--- src/rtl/fetch_unit.sv ---
// fetch_unit: program counter, instruction register and halt detection for the fetch stage.
// Optional FETCH_PERF_CNT_EN adds cycle_count / squash_count performance counters.
`default_nettype none

module fetch_unit #(
  parameter int              PC_W      = 9,
  parameter int              INST_W    = 9,
  parameter logic [PC_W-1:0]   START_PC  = '0,
  parameter logic [INST_W-1:0] HALT_INST = 9'h1FF
) (
  input  logic              CLK,
  input  logic              reset_n,
  input  logic              start,
  input  logic              stall,
  input  logic              branch_taken,
  input  logic [PC_W-1:0]   branch_target,
  output logic [PC_W-1:0]   PC,
  input  logic [INST_W-1:0] inst_in,
  output logic [INST_W-1:0] inst_out,
  output logic              inst_valid,
  output logic              done
`ifdef FETCH_PERF_CNT_EN
  ,
  output logic [15:0]       cycle_count,
  output logic [7:0]        squash_count
`endif
);

  typedef enum logic [1:0] {
    S_IDLE = 2'd0,
    S_RUN  = 2'd1,
    S_HALT = 2'd2
  } state_t;

  localparam logic [PC_W-1:0] PC_ONE = {{(PC_W-1){1'b0}}, 1'b1};

  state_t              state_q, state_d;
  logic [PC_W-1:0]     pc_q, pc_d;
  logic [INST_W-1:0]   ir_q, ir_d;
  logic                valid_q, valid_d;
  logic                done_q, done_d;

  always_ff @(posedge CLK or negedge reset_n) begin
    if (!reset_n) begin
      state_q <= S_IDLE;
      pc_q    <= START_PC;
      ir_q    <= '0;
      valid_q <= 1'b0;
      done_q  <= 1'b0;
    end else begin
      state_q <= state_d;
      pc_q    <= pc_d;
      ir_q    <= ir_d;
      valid_q <= valid_d;
      done_q  <= done_d;
    end
  end

  always_comb begin
    state_d = state_q;
    pc_d    = pc_q;
    ir_d    = ir_q;
    valid_d = valid_q;
    done_d  = done_q;
    case (state_q)
      S_IDLE, S_HALT: begin
        valid_d = 1'b0;
        if (start) begin
          state_d = S_RUN;
          pc_d    = START_PC;
          done_d  = 1'b0;
        end
      end
      S_RUN: begin
        if (!stall) begin
          // A taken branch squashes the fetch at the current PC, halt word included.
          if (branch_taken && valid_q) begin
            pc_d    = branch_target;
            valid_d = 1'b0;
          end else if (inst_in == HALT_INST) begin
            state_d = S_HALT;
            done_d  = 1'b1;
            valid_d = 1'b0;
          end else begin
            ir_d    = inst_in;
            valid_d = 1'b1;
            pc_d    = pc_q + PC_ONE;
          end
        end
      end
      default: state_d = S_IDLE;
    endcase
  end

  assign PC         = pc_q;
  assign inst_out   = ir_q;
  assign inst_valid = valid_q;
  assign done       = done_q;

`ifdef FETCH_PERF_CNT_EN
  logic [15:0] cyc_q, cyc_d;
  logic [7:0]  sq_q, sq_d;
  logic        w_squash;

  assign w_squash = (state_q == S_RUN) && !stall && branch_taken && valid_q;

  always_comb begin
    cyc_d = cyc_q;
    sq_d  = sq_q;
    if (state_q != S_RUN) begin
      if (start) begin
        cyc_d = '0;
        sq_d  = '0;
      end
    end else begin
      if (cyc_q != '1) cyc_d = cyc_q + 16'd1;
      if (w_squash && (sq_q != '1)) sq_d = sq_q + 8'd1;
    end
  end

  always_ff @(posedge CLK or negedge reset_n) begin
    if (!reset_n) begin
      cyc_q <= '0;
      sq_q  <= '0;
    end else begin
      cyc_q <= cyc_d;
      sq_q  <= sq_d;
    end
  end

  assign cycle_count  = cyc_q;
  assign squash_count = sq_q;
`endif

endmodule

`default_nettype wire

--- config.mk ---
export PLATFORM = sky130hd
export DESIGN_NAME = fetch_unit
export DESIGN_NICKNAME = d
export VERILOG_FILES = /design/src/rtl/fetch_unit.sv
export SDC_FILE = /design/constraint.sdc
export NUM_CORES = 1
export LEC_CHECK = 0
export CAP_MARGIN = 20
export CORE_UTILIZATION = 48
export CTS_BUF_LIST = sky130_fd_sc_hd__clkbuf_8
export CTS_CLUSTER_DIAMETER = 60
export DETAILED_ROUTE_END_ITERATION = 16
export PLACE_DENSITY = 0.95
export SLEW_MARGIN = 15
export SYNTH_ARGS = -nofsm -noshare
export SYNTH_HDL_FRONTEND = slang
export SYNTH_SLANG_ARGS = --single-unit
--- constraint.sdc ---
create_clock -name CLK -period 3.25 [get_ports CLK]
set_clock_uncertainty 0.15 [all_clocks]
set_input_delay 0.4875 -clock CLK [delete_from_list [all_inputs] [get_ports CLK]]
set_output_delay 0.4875 -clock CLK [all_outputs]
set_load 0.005 [all_outputs]
* After elaboration in Yosys (flattened, before gate mapping)
Index checks and enable logic that the tools add are counted.
** Word-level totals
- Bits in latches :: 0
- Output and inout bits :: 20
- Word-level logic and storage cells :: 45
- Bits of input ports :: 23
- ROM bits :: 0
- Memory bits (writable) :: 0
- Memories :: 0
- Bits in registers :: 22
** Operators by class
- Order comparisons :: 0
- Eq/ne operators :: 8
- Muxes and demuxes :: 19
- Multipliers :: 0
- Add/sub/neg operators :: 1
- Reduce and logical (&&, ||, !) cells :: 9
- Bitwise operators :: 3
- Div/mod/pow operators :: 0
- Shift operators :: 0
** Operators by type and width (count)
- two-way mux 9 bit :: 4
- case mux 9 bit (2 select lines) :: 1
- AND reduction 4 bit :: 3
- adder 9 x 1 -> 9 bit, second input constant :: 1
- equality test 9 bit, second input constant :: 1
- two-way mux 2 bit :: 4
- != test 2 bit, second input constant :: 4
- two-way mux 1 bit :: 7
- AND reduction 5 bit :: 1
- case mux 1 bit (2 select lines) :: 2
- case mux 2 bit (2 select lines) :: 1
- != test 3 bit, second input constant :: 1
- inverter 1 bit :: 3
- equality test 2 x 1 -> 1 bit, second input constant :: 1
- equality test 2 bit, second input constant :: 1
- logical NOT 2 bit :: 1
- AND reduction 2 bit :: 1
- nonzero test 2 bit :: 1
- OR reduction 2 bit :: 1
- logical AND 1 bit :: 1

* Longest topological paths before layout
- Depth after elaboration :: 5
- Gate-level depth with buffers :: 6
- Depth with buffers taken out :: 6

* Worst setup path before layout
Ideal clock, no wire load.
- Kind :: flip-flop to flip-flop
- Start :: register pc_q[0], in the netlist PC[0]
- End :: register pc_q[8], in the netlist PC[8]
- Library setup time :: 0.121 ns
- Arrival time :: 1.741 ns
- Required time :: 2.979 ns
- Setup slack :: 1.238 ns
- Path buffers :: 0
- Stages on the path, launching flop included :: 7
- Period minus slack after synthesis :: 2.012 ns
- Cell sequence :: dfrtp_1 -> ha_1 -> nand3_2 -> or3_4 -> or3_1 -> a21o_1 -> a22o_1
** Between the ends
- Cells in the longest elaborated chain, start to end :: 5
** Ends and longest elaborated chain
- from (decl) :: RTL line 38 : logic [PC_W-1:0] pc_q, pc_d;
- from (signal assigned) :: RTL line 52 : pc_q <= pc_d;
- adder 9 x 1 -> 9 bit :: RTL line 87 : pc_d = pc_q + PC_ONE;
- two-way mux 9 bit :: RTL line 80 : end else if (inst_in == HALT_INST) begin
- two-way mux 9 bit :: RTL line 77 : if (branch_taken && valid_q) begin
- two-way mux 9 bit :: RTL line 75 : if (!stall) begin
- case mux 9 bit (2 select lines) :: RTL line 65 : case (state_q)
Every way passes these cells. The select of a mux whose other input is x is not followed.
A chain may end at the register's enable or synchronous reset.

* Worst setup path in the final report
- Start :: input inst_in[4]
- End :: register pc_q[2], in the netlist PC[2]
** Between the ends
- Cells in the longest elaborated chain, start to end :: 3
** Ends and longest elaborated chain
- from (decl) :: RTL line 18 : input logic [INST_W-1:0] inst_in,
- equality test 9 bit :: RTL line 80
- != test 3 bit (no source line)
- AND reduction 4 bit (no source line)
Every way passes these cells.

==> out/qor.txt <==
Sw Pwr: 0.2984 mW
PwrDens: 614.3 nW/um^2
GP Congestion: 0.8846
Total routed wirelength: 2947 um
Critical path arrival: 2400 ps
Clk root buf: clkbuf_8
Syn Area/Cell: 10.34 um^2
Initial core utilization: 50.96%
Status: finished, final reports clean
Sequential share of the synthesized area: 48.83%
Post-synthesis cell type count: 37
Setup TNS: 0 ps
DRT Pass-1 Iters: 4
Cts repair resizes: 0
Clock slew at reported path FFs: 80 ps
1st-iter DRT viols: 32
GR Overflow Total: 0
CP required: 3240 ps
Cell taking the most area after synthesis: dfrtp_1
Post-Syn Instances: 109
Syn_nets: 133
Port Buf Inserts: 42
IO Pins: 43
Placed Cells: 176
Die Span X: 50.46 um
Post-DP HPWL: 2096 um
Crit Path Max Fanout: 12
Top cell type's share of synthesized area: 48.83%
Vias per cell: 5.851
Count of final setup violators: 0
Area growth, synth to finish: 46.62%
Synth area leaders: dfrtp_1 (49%), mux2_2 (8.0%), a21oi_1 (4.9%), o22ai_1 (3.3%), nand2b_1 (2.2%)
Critical path class: in -> reg
Clock sinks: 22
Comb pwr share: 34.7%
Seq pwr share: 40.2%
Peak supply drop: 460.2 uV
WL/cell: 16.28 um
Layout Nets: 178
Tightest Pin Transition: 689.4 ps
Crit share post-route: 74.31%
Tmin final: 2415 ps
Vias in the first global route: 1,017
Final hold vios: 0
Diode count: 0
Hold_buf cts: 0
Post-Syn Area: 1127 um^2
Unrepaired setup endpoints after global routing: no
Dominant synthesized flop cell: dfrtp_1
First-pass GRT wire length: 4719 um
Deepest clock path buffer count: 2
Crit. End Element: register
Initial antenna violation count: 0
Post-synth EDFFs: 0
Max-Cap Viols: 0
Seq cells post-synth: 22
Core area: 2212 um^2
Crit start category: input port
Leakage: 0.6519 nW
Skew-Pair Late Insertion Delay: 260 ps
DRC: 0
Layout Cells excl Fill: 181
YS warnings: 0
Fmax achieved: 414.1 MHz
Setup Buffers After CTS: 0
CTS tree: yes
Htree depth: 1
Largest net degree at the start of global routing: 23
Die area: 2546 um^2
Std-Cell Rows: 17
Die height: 50.46 um
Via Count: 1,059
Pins Over Slew Limit: 0
Total GRT Usage: 24.81%
Clk pwr share: 25.1%
Hold Path Class: reg -> reg
Post-route ant nets: 0
Async SR Flop Fraction: 100.0%
Internal Power: 0.7168 mW
Number of buffers created by CTS: 3
Layout cells sized above 1: 14.38%
Switching Share: 29.39%
Worst slew margin: 53.89%
## critical path, stage by stage
cell             delay (ps)
clkdlybuf4s50_1         490
nand4_1                 110
nor3_2                  490
a32o_1                  500
or2_2                   220
o21ai_0                 100
## final timing paths
| check | startpoint | to | slack (ps) | cells after the start |
|---|---|---|---|---|
| setup / recovery | inst_in[4] | PC[2] | 830 | 6 |
| hold / removal | inst_out[5] | inst_out[5] | 350 | 1 |
| setup reg to reg | state_q[1] | inst_out[1] | 1050 | 4 |
| hold reg to reg | inst_out[5] | inst_out[5] | 350 | 1 |
| max in group asynchronous | reset_n | PC[8] | 2020 | 2 |
| min in group asynchronous | reset_n | PC[1] | 440 | 1 |
## cell usage in the layout (no fill, tap or decap), drive strengths merged, types with 4 or more instances in the layout
cell type       n
mux2            9
nand3           4
nor4            4
nand2b          5
clkdlybuf4s50  42
a21oi          11
dfrtp          22
o22ai           6
nand2           5
inv             6
nor2            5
nor3            4
## flip-flops by register name (all words and copies together), names as in the netlist
name and flops:
PC 9, done 1, inst_out 9, inst_valid 1, state_q 2
## per-stage QoR
step / hold WS [ps] / setup WS [ps] / instance area, um^2 / utilization (%) / total power [mW]
after floorplan: 41.91 / 1238 / 1127 / - / 0.5539
after global placement: 328.7 / 691.5 / 1570 / 70.98 / 0.7421
after detailed placement: 327.5 / 586.7 / 1570 / 70.98 / 0.7563
after CTS: 359.1 / 856.4 / 1642 / 74.21 / 1.013
after global routing: 388.2 / 704.4 / 1653 / 74.72 / 1.064
final: 353.0 / 834.9 / 1653 / 74.72 / 1.015
## Yosys cell counts (3+ instances only)
| library cell | number |
|---|---|
| dfrtp_1 | 22 |
| a21oi_1 | 11 |
| mux2_2 | 8 |
| inv_1 | 6 |
| o22ai_1 | 6 |
| nand2_1 | 5 |
| nor2_1 | 5 |
| nand2b_1 | 4 |
| nor4_1 | 4 |
| nand3_1 | 3 |
| o21ai_0 | 3 |
| o31ai_1 | 3 |
## area by class of cell
cell class	count	area, um^2
fillers	158	559.3
flip-flops and latches	22	550.5
multi-input cells	77	534.3
repair buffers	44	439.2
clock buffers	3	41.29
well taps	28	35.03
clock inverters	1	30.03
inverters	6	22.52
## routing by layer
| metal | part of all wire (%) | routed length, um | GRT usage (%) | vias up |
|---|---|---|---|---|
| met2 | 50 | 1479 | 41.56 | 54 |
| met3 | 7.2 | 211 | 5.152 | 4 |
| met4 | 1.1 | 32 | 8.333 | 0 |
| met1 | 42 | 1224 | 31.76 | 506 |
| li1 | - | - | - | 495 |
| met5 | 0 | 0 | 0 | - |
## power groups by stage
stage	Combinational, mW	Sequential, mW	Clock, mW
floorplan	0.150	0.404	0
global placement	0.338	0.405	0
detailed placement	0.347	0.410	0
CTS	0.351	0.406	0.256
global route	0.380	0.414	0.269
finish	0.352	0.408	0.255
## cell families (layout without fill, tap and decap cells)
kind of cell    after synthesis  after routing  synth area share, %
mux                          10             10                9.878
compound gates               29             29                16.20
simple gates                 37             37                20.20
fa+ha+maj                     1              1                1.110
buf+inv                      10             54                3.773
flops                        22             22                48.83
Note: power is estimated with default switching activity, not from simulation.
